[config.mk]
export PLATFORM = sky130hd
export DESIGN_NAME = mem_lsu_flat
export DESIGN_NICKNAME = d
export VERILOG_FILES = /design/src/rtl/mem_lsu_pkg.sv /design/src/rtl/mem_lsu_if.sv /design/src/rtl/mem_lsu_align.sv /design/src/rtl/mem_lsu.sv /design/src/flat_wrapper.sv
export SDC_FILE = /design/constraint.sdc
export NUM_CORES = 1
export LEC_CHECK = 0
export CAP_MARGIN = 20
export CORE_MARGIN = 2
export CORE_UTILIZATION = 46
export DETAILED_ROUTE_END_ITERATION = 6
export PLACE_DENSITY = 0.86
export SETUP_SLACK_MARGIN = 0.3
export SLEW_MARGIN = 20
export SYNTH_ARGS = -nofsm -noshare
export SYNTH_HDL_FRONTEND = slang
export SYNTH_SLANG_ARGS = --single-unit
[constraint.sdc]
create_clock -name clk_i -period 7.16 [get_ports clk_i]
set_input_delay 1.79 -clock clk_i [delete_from_list [all_inputs] [get_ports clk_i]]
set_output_delay 1.79 -clock clk_i [all_outputs]
set_load 0.03 [all_outputs]
[src/rtl/mem_lsu_pkg.sv]
// Shared types for the memory stage: memory-op codes, FSM states and op classifiers.
package mem_lsu_pkg;

  typedef enum logic [3:0] {
    MEM_NONE = 4'd0,
    MEM_LB   = 4'd1,
    MEM_LH   = 4'd2,
    MEM_LW   = 4'd3,
    MEM_LBU  = 4'd4,
    MEM_LHU  = 4'd5,
    MEM_SB   = 4'd6,
    MEM_SH   = 4'd7,
    MEM_SW   = 4'd8
  } mem_op_t;

  typedef enum logic [1:0] {
    ST_IDLE = 2'd0,
    ST_REQ  = 2'd1,
    ST_DONE = 2'd2
  } state_t;

  function automatic logic is_load(mem_op_t op);
    return op inside {MEM_LB, MEM_LH, MEM_LW, MEM_LBU, MEM_LHU};
  endfunction

  function automatic logic is_store(mem_op_t op);
    return op inside {MEM_SB, MEM_SH, MEM_SW};
  endfunction

endpackage

[src/rtl/mem_lsu_if.sv]
// Pipeline-side and data-bus signals of the memory stage.
// slave = the memory stage itself, master = its environment (pipeline + memory).
interface mem_lsu_if;
  import mem_lsu_pkg::*;

  logic [4:0]  reg_waddr_i;
  logic        reg_we_i;
  logic [31:0] reg_wdata_i;
  mem_op_t     mem_op_i;
  logic [31:0] mem_addr_i;
  logic [31:0] mem_sdata_i;
  logic [4:0]  reg_waddr_o;
  logic        reg_we_o;
  logic [31:0] reg_wdata_o;
  logic        stall_req_o;
  logic        dbus_req_o;
  logic        dbus_we_o;
  logic [31:0] dbus_addr_o;
  logic [3:0]  dbus_be_o;
  logic [31:0] dbus_wdata_o;
  logic        dbus_ack_i;
  logic [31:0] dbus_rdata_i;
  logic        misalign_o;
  logic        bus_err_o;

  modport slave (
    input  reg_waddr_i, reg_we_i, reg_wdata_i, mem_op_i, mem_addr_i, mem_sdata_i,
    input  dbus_ack_i, dbus_rdata_i,
    output reg_waddr_o, reg_we_o, reg_wdata_o, stall_req_o,
    output dbus_req_o, dbus_we_o, dbus_addr_o, dbus_be_o, dbus_wdata_o,
    output misalign_o, bus_err_o
  );

  modport master (
    output reg_waddr_i, reg_we_i, reg_wdata_i, mem_op_i, mem_addr_i, mem_sdata_i,
    output dbus_ack_i, dbus_rdata_i,
    input  reg_waddr_o, reg_we_o, reg_wdata_o, stall_req_o,
    input  dbus_req_o, dbus_we_o, dbus_addr_o, dbus_be_o, dbus_wdata_o,
    input  misalign_o, bus_err_o
  );
endinterface

[src/rtl/mem_lsu_align.sv]
// Combinational lane logic: store byte-enable/data steering, load extract/extend,
// and the alignment check on the op currently offered by exe_mem.
module mem_lsu_align
  import mem_lsu_pkg::*;
(
  input  mem_op_t     op,
  input  logic [1:0]  addr_lo,
  input  logic [31:0] sdata,
  input  logic [31:0] rdata,
  input  mem_op_t     chk_op,
  input  logic [1:0]  chk_addr_lo,
  output logic [3:0]  be,
  output logic [31:0] wdata,
  output logic [31:0] ldata,
  output logic        misalign
);
  logic [7:0]  byte_v;
  logic [15:0] half_v;

  always_comb begin
    case (addr_lo)
      2'd0:    byte_v = rdata[7:0];
      2'd1:    byte_v = rdata[15:8];
      2'd2:    byte_v = rdata[23:16];
      default: byte_v = rdata[31:24];
    endcase
    half_v = addr_lo[1] ? rdata[31:16] : rdata[15:0];
  end

  always_comb begin
    be    = 4'b0000;
    wdata = 32'd0;
    ldata = 32'd0;
    case (op)
      MEM_SB: begin
        be    = 4'b0001 << addr_lo;
        wdata = {4{sdata[7:0]}};
      end
      MEM_SH: begin
        be    = addr_lo[1] ? 4'b1100 : 4'b0011;
        wdata = {2{sdata[15:0]}};
      end
      MEM_SW: begin
        be    = 4'b1111;
        wdata = sdata;
      end
      MEM_LB:  begin be = 4'b1111; ldata = {{24{byte_v[7]}}, byte_v}; end
      MEM_LBU: begin be = 4'b1111; ldata = {24'd0, byte_v}; end
      MEM_LH:  begin be = 4'b1111; ldata = {{16{half_v[15]}}, half_v}; end
      MEM_LHU: begin be = 4'b1111; ldata = {16'd0, half_v}; end
      MEM_LW:  begin be = 4'b1111; ldata = rdata; end
      default: ;
    endcase
  end

  always_comb begin
    misalign = 1'b0;
    case (chk_op)
      MEM_LH, MEM_LHU, MEM_SH: misalign = chk_addr_lo[0];
      MEM_LW, MEM_SW:          misalign = |chk_addr_lo;
      default: ;
    endcase
  end
endmodule

[src/rtl/mem_lsu.sv]
// Memory stage: zero-latency pass-through for ALU ops, stalling req/ack bus
// transaction for loads/stores with timeout abort.
module mem_lsu
  import mem_lsu_pkg::*;
#(
  parameter int TIMEOUT = 16
) (
  input logic      clk_i,
  input logic      rst_i,
  mem_lsu_if.slave bus
);
  localparam int CNT_W = (TIMEOUT > 2) ? $clog2(TIMEOUT) : 1;
  localparam logic [CNT_W-1:0] CNT_LAST = CNT_W'((TIMEOUT > 0) ? TIMEOUT - 1 : 0);

  state_t           state_reg, state_next;
  mem_op_t          op_reg;
  logic [31:0]      addr_reg;
  logic [31:0]      sdata_reg;
  logic [4:0]       waddr_reg;
  logic [31:0]      result_reg;
  logic             wb_reg;
  logic [CNT_W-1:0] cnt_reg;
  logic             start;
  logic [3:0]       lane_be;
  logic [31:0]      lane_wdata;
  logic [31:0]      lane_ldata;
  logic             in_misalign;

  mem_lsu_align u_align (
    .op          (op_reg),
    .addr_lo     (addr_reg[1:0]),
    .sdata       (sdata_reg),
    .rdata       (bus.dbus_rdata_i),
    .chk_op      (bus.mem_op_i),
    .chk_addr_lo (bus.mem_addr_i[1:0]),
    .be          (lane_be),
    .wdata       (lane_wdata),
    .ldata       (lane_ldata),
    .misalign    (in_misalign)
  );

  always_ff @(posedge clk_i) begin
    if (rst_i) begin
      state_reg  <= ST_IDLE;
      op_reg     <= MEM_NONE;
      addr_reg   <= 32'd0;
      sdata_reg  <= 32'd0;
      waddr_reg  <= 5'd0;
      result_reg <= 32'd0;
      wb_reg     <= 1'b0;
      cnt_reg    <= '0;
    end else begin
      state_reg <= state_next;
      if (start) begin
        op_reg    <= bus.mem_op_i;
        addr_reg  <= bus.mem_addr_i;
        sdata_reg <= bus.mem_sdata_i;
        waddr_reg <= bus.reg_waddr_i;
        wb_reg    <= 1'b0;
        cnt_reg   <= '0;
      end else if (state_reg == ST_REQ) begin
        if (bus.dbus_ack_i) begin
          if (is_load(op_reg)) begin
            result_reg <= lane_ldata;
            wb_reg     <= 1'b1;
          end
        end else begin
          cnt_reg <= cnt_reg + 1'b1;
        end
      end
    end
  end

  // Reset gates every output combinationally so an in-flight request drops at once.
  always_comb begin
    state_next       = state_reg;
    start            = 1'b0;
    bus.reg_waddr_o  = 5'd0;
    bus.reg_we_o     = 1'b0;
    bus.reg_wdata_o  = 32'd0;
    bus.stall_req_o  = 1'b0;
    bus.dbus_req_o   = 1'b0;
    bus.dbus_we_o    = 1'b0;
    bus.dbus_addr_o  = 32'd0;
    bus.dbus_be_o    = 4'b0000;
    bus.dbus_wdata_o = 32'd0;
    bus.misalign_o   = 1'b0;
    bus.bus_err_o    = 1'b0;
    if (!rst_i) begin
      case (state_reg)
        ST_IDLE: begin
          bus.reg_waddr_o = bus.reg_waddr_i;
          bus.reg_wdata_o = bus.reg_wdata_i;
          if (bus.mem_op_i == MEM_NONE) begin
            bus.reg_we_o = bus.reg_we_i;
          end else if (in_misalign) begin
            bus.misalign_o = 1'b1;
          end else begin
            bus.stall_req_o = 1'b1;
            start           = 1'b1;
            state_next      = ST_REQ;
          end
        end
        ST_REQ: begin
          bus.stall_req_o  = 1'b1;
          bus.dbus_req_o   = 1'b1;
          bus.dbus_we_o    = is_store(op_reg);
          bus.dbus_addr_o  = {addr_reg[31:2], 2'b00};
          bus.dbus_be_o    = lane_be;
          bus.dbus_wdata_o = lane_wdata;
          bus.reg_waddr_o  = waddr_reg;
          if (bus.dbus_ack_i) begin
            state_next = ST_DONE;
          end else if (TIMEOUT != 0 && cnt_reg == CNT_LAST) begin
            bus.bus_err_o = 1'b1;
            state_next    = ST_DONE;
          end
        end
        ST_DONE: begin
          // exe_mem still holds the finished op here, so its inputs are not looked at.
          bus.reg_waddr_o = waddr_reg;
          bus.reg_wdata_o = result_reg;
          bus.reg_we_o    = wb_reg;
          state_next      = ST_IDLE;
        end
        default: state_next = ST_IDLE;
      endcase
    end
  end
endmodule

[src/flat_wrapper.sv]
// flat-port wrapper written by rule: the top's interface ports become plain ports
module mem_lsu_flat import mem_lsu_pkg::*;
#(
  parameter int TIMEOUT = 16
)
  (clk_i, rst_i, bus_reg_waddr_i, bus_reg_we_i, bus_reg_wdata_i, bus_mem_op_i, bus_mem_addr_i, bus_mem_sdata_i, bus_dbus_ack_i, bus_dbus_rdata_i, bus_reg_waddr_o, bus_reg_we_o, bus_reg_wdata_o, bus_stall_req_o, bus_dbus_req_o, bus_dbus_we_o, bus_dbus_addr_o, bus_dbus_be_o, bus_dbus_wdata_o, bus_misalign_o, bus_bus_err_o);
  mem_lsu_if bus_i ();
  input logic clk_i;
  input logic rst_i;
  input wire logic [$bits(bus_i.reg_waddr_i)-1:0] bus_reg_waddr_i;
  input wire logic [$bits(bus_i.reg_we_i)-1:0] bus_reg_we_i;
  input wire logic [$bits(bus_i.reg_wdata_i)-1:0] bus_reg_wdata_i;
  input wire logic [$bits(bus_i.mem_op_i)-1:0] bus_mem_op_i;
  input wire logic [$bits(bus_i.mem_addr_i)-1:0] bus_mem_addr_i;
  input wire logic [$bits(bus_i.mem_sdata_i)-1:0] bus_mem_sdata_i;
  input wire logic [$bits(bus_i.dbus_ack_i)-1:0] bus_dbus_ack_i;
  input wire logic [$bits(bus_i.dbus_rdata_i)-1:0] bus_dbus_rdata_i;
  output wire logic [$bits(bus_i.reg_waddr_o)-1:0] bus_reg_waddr_o;
  output wire logic [$bits(bus_i.reg_we_o)-1:0] bus_reg_we_o;
  output wire logic [$bits(bus_i.reg_wdata_o)-1:0] bus_reg_wdata_o;
  output wire logic [$bits(bus_i.stall_req_o)-1:0] bus_stall_req_o;
  output wire logic [$bits(bus_i.dbus_req_o)-1:0] bus_dbus_req_o;
  output wire logic [$bits(bus_i.dbus_we_o)-1:0] bus_dbus_we_o;
  output wire logic [$bits(bus_i.dbus_addr_o)-1:0] bus_dbus_addr_o;
  output wire logic [$bits(bus_i.dbus_be_o)-1:0] bus_dbus_be_o;
  output wire logic [$bits(bus_i.dbus_wdata_o)-1:0] bus_dbus_wdata_o;
  output wire logic [$bits(bus_i.misalign_o)-1:0] bus_misalign_o;
  output wire logic [$bits(bus_i.bus_err_o)-1:0] bus_bus_err_o;
  assign bus_i.reg_waddr_i = bus_reg_waddr_i;
  assign bus_i.reg_we_i = bus_reg_we_i;
  assign bus_i.reg_wdata_i = bus_reg_wdata_i;
  assign bus_i.mem_op_i = bus_mem_op_i;
  assign bus_i.mem_addr_i = bus_mem_addr_i;
  assign bus_i.mem_sdata_i = bus_mem_sdata_i;
  assign bus_i.dbus_ack_i = bus_dbus_ack_i;
  assign bus_i.dbus_rdata_i = bus_dbus_rdata_i;
  assign bus_reg_waddr_o = bus_i.reg_waddr_o;
  assign bus_reg_we_o = bus_i.reg_we_o;
  assign bus_reg_wdata_o = bus_i.reg_wdata_o;
  assign bus_stall_req_o = bus_i.stall_req_o;
  assign bus_dbus_req_o = bus_i.dbus_req_o;
  assign bus_dbus_we_o = bus_i.dbus_we_o;
  assign bus_dbus_addr_o = bus_i.dbus_addr_o;
  assign bus_dbus_be_o = bus_i.dbus_be_o;
  assign bus_dbus_wdata_o = bus_i.dbus_wdata_o;
  assign bus_misalign_o = bus_i.misalign_o;
  assign bus_bus_err_o = bus_i.bus_err_o;
  mem_lsu #(.TIMEOUT(TIMEOUT)) u_core (.clk_i(clk_i), .rst_i(rst_i), .bus(bus_i));
endmodule
==> qor.csv <==
stage;metric;value;unit
yosys;Avg Cell Area, Syn;8.85;um^2
global_routing;initial antenna violation count;0;
pwr;switch share;34.0;%
clock_tree;H-Tree Depth;3;
detailed_routing;antenna viol nets, final;0;
final_layout;commonest non-fill, non-tap cell in the layout;clkdlybuf4s50_1;
global_routing;Total Routing Usage GR;27.9;%
pwr;peak supply drop;0.130;mV
clock_tree;CTS Sinks;112;
pwr;PwrDens;221;nW/um^2
floorplanning;Die H;117;um
place;placed cell count;1035;
clock_tree;post_cts resized;0;
yosys;Synth Cell Area;5920;um^2
final_layout;fraction of layout cells with a size suffix above 1;8.30;%
yosys;flops & latches, synth;112;
timing;period utilization;84.2;%
final_layout;area of the multi-input gates;3330;um^2
timing;final setup fails;0;
timing;Slew HR;33.8;%
pwr;Comb power frac;33.2;%
clock_tree;Clock Path Buffers;2;
floorplanning;DIE WIDTH;117;um
timing;Worst Tran Pin Value;0.992;ns
detailed_routing;WL/cell;18.8;um
floorplanning;Starting Density;47.1;%
run;Max-Cap Viols;0;
detailed_routing;final wirelength;19700;um
yosys;sequential area share after synthesis;37.9;%
clock_tree;Hold-fix buffers, CTS;0;
pwr;Reg power frac;40.2;%
yosys;Post-synth ARST share;0;%
clock_tree;clock root buffer;clkbuf_16;
detailed_routing;initial DRC count;514;
final_layout;commonest non-fill, non-tap cells in the layout;clkdlybuf4s50_1, dfxtp_1, nor2_1, a22o_1, a22oi_1;
setup_path;Crit. End Element;primary output;
place;Final Wtd Congestion;0.892;
final_layout;antenna diode count;0;
timing;Period minus WS final;6.03;ns
yosys;Post-synth EDFFs;0;
setup_path;Startpoint Class;input port;
floorplanning;Cell Rows;41;
clock_tree;clock-pin slew on the worst setup and hold paths;0.07;ns
pwr;Pint;1.27;mW
place;post-DP HPWL;14300;um
setup_path;critical path required time;5.37;ns
floorplanning;core area;12600;um^2
yosys;Ys Warns;0;
detailed_routing;DRC;0;
clock_tree;Post-CTS Setup Repair Bufs;0;
final_layout;register area;2240;um^2
setup_path;CP arrival;4.24;ns
timing;max-slew violations;0;
detailed_routing;via count;6059;
clock_tree;total CTS buffers;9;
detailed_routing;DR pass1 iterations;5;
final_layout;Finished Layout Cells;1051;
clock_tree;CTS tree;done;
yosys;Main synth FF type;dfxtp_1;
final_layout;Area growth syn-to-layout;46.6;%
floorplanning;I/O pin cnt;252;
timing;skew final;0.00854;ns
timing;fmax;0.166;GHz
yosys;Cell variety after synth;56;
timing;RSZ-0062 raised after global routing;no;
final_layout;filler cell count;957;
global_routing;largest net degree at the start of global routing;77;
final_layout;fin nets;1020;
place;input/output buffers;249;
yosys;Gate Count Post-Synth;669;
timing;Fin. Hold Viols;0;
status;status;complete, no violations;
pwr;Psw;0.653;mW
pwr;clock network power share;26.6;%
global_routing;global-route wire length before repair;31500;um
setup_path;worst-path maximum fanout;7;
pwr;Pleak;3.09;nW
setup_path;CP Class;input port to primary output;
detailed_routing;Avg Vias per Cell;5.76;
min_path;Hold Path Class;flip-flop to flip-flop;
clock_tree;clk_lat worst skew;0.36;ns
floorplanning;DIE AREA;13800;um^2
timing;Setup TNS;0;ns
global_routing;Remaining Overflow, GRT;0;
global_routing;vias in the first global route;6023;
power by group through the flow:
stage          sequential [mW]  clock (mW)  combinational, mW
3_5_place_dp             0.780           0              0.631
2_1_floorplan            0.745           0              0.434
5_1_grt                  0.779       0.542              0.683
3_3_place_gp             0.776           0              0.613
4_1_cts                  0.768       0.518              0.635
6_report                 0.771       0.511              0.638
through the flow:
stage | setup slack [ns] | utilization (%) | hold slack [ns] | power (mW) | area [um^2]
after detailed placement | 1.16 | 66.7 | 0.454 | 1.41 | 8380
final | 1.13 | 69.0 | 0.472 | 1.92 | 8680
after global routing | 0.860 | 69.0 | 0.483 | 2.00 | 8680
after CTS | 1.16 | 69.0 | 0.475 | 1.92 | 8680
after floorplan | 1.94 | - | 0.434 | 1.18 | 5920
after global placement | 1.20 | 66.7 | 0.448 | 1.39 | 8380
path summary, 6_finish.rpt:
check	endpoint	slack (ns)	start	depth (start not counted)
max	bus_stall_req_o	1.13	bus_mem_op_i[0]	6
min	u_core.addr_reg[22]$_SDFFE_PP0P_	0.47	u_core.addr_reg[22]$_SDFFE_PP0P_	1
max reg2reg	u_core.result_reg[10]$_SDFFE_PP0P_	3.88	u_core.op_reg[0]$_SDFFE_PP0P_	6
min reg2reg	u_core.addr_reg[22]$_SDFFE_PP0P_	0.47	u_core.addr_reg[22]$_SDFFE_PP0P_	1
layout make-up:
type	instances	share of cell area [%]
inverters	8	0.346
multi-input cells	484	38.4
well taps	172	2.48
flip-flops and latches	112	25.8
clock inverters	5	0.735
repair buffers	259	29.5
clock buffers	11	2.68
routing by layer:
metal	GRT usage, %	vias up	wire length, um
met5	0	-	0
met4	12.7	0	699
met3	5.59	47	1290
met2	48.3	243	9850
met1	33.4	2922	7880
li1	-	2847	-
synthesized netlist by cell type (4+ instances only):
cell / number / area (um^2)
dfxtp_1: 112 / 2240
mux2i_1: 18 / 180
o21bai_1: 4 / 30.0
and2_1: 43 / 269
nor2_1: 79 / 297
nor2b_1: 8 / 50.1
nor3_1: 7 / 35.0
a211oi_1: 12 / 90.1
inv_1: 8 / 30.0
mux2_2: 9 / 101
o221a_2: 7 / 78.8
nand2b_1: 6 / 37.5
clkbuf_1: 39 / 146
buf_6: 9 / 101
a22o_1: 73 / 639
a22oi_1: 52 / 390
a211oi_2: 20 / 250
buf_2: 12 / 60.1
nand2_1: 44 / 165
a21oi_1: 45 / 225
nand3_1: 4 / 20.0
ha_1: 5 / 62.6
cells by family (layout without fill, tap and decap cells):
group | after synthesis | after routing | synth area share, %
XOR/XNOR | 4 | 4 | 0.592
AND/OR/NAND/NOR | 210 | 210 | 17.4
buffers and inverters | 74 | 283 | 6.28
AO/OA/AOI/OAI | 236 | 236 | 32.0
other | 1 | 2 | 0.0634
multiplexers | 27 | 27 | 4.76
flip-flops | 112 | 112 | 37.9
adder cells (fa/ha/maj) | 5 | 5 | 1.06
worst max-delay path, stage by stage:
cell	delay, ns
clkdlybuf4s50_1	0.54
or4_4	0.60
and4b_1	0.26
and2_2	0.21
or2_1	0.21
clkdlybuf4s50_1	0.63
Power figures use the tool's default switching activity.
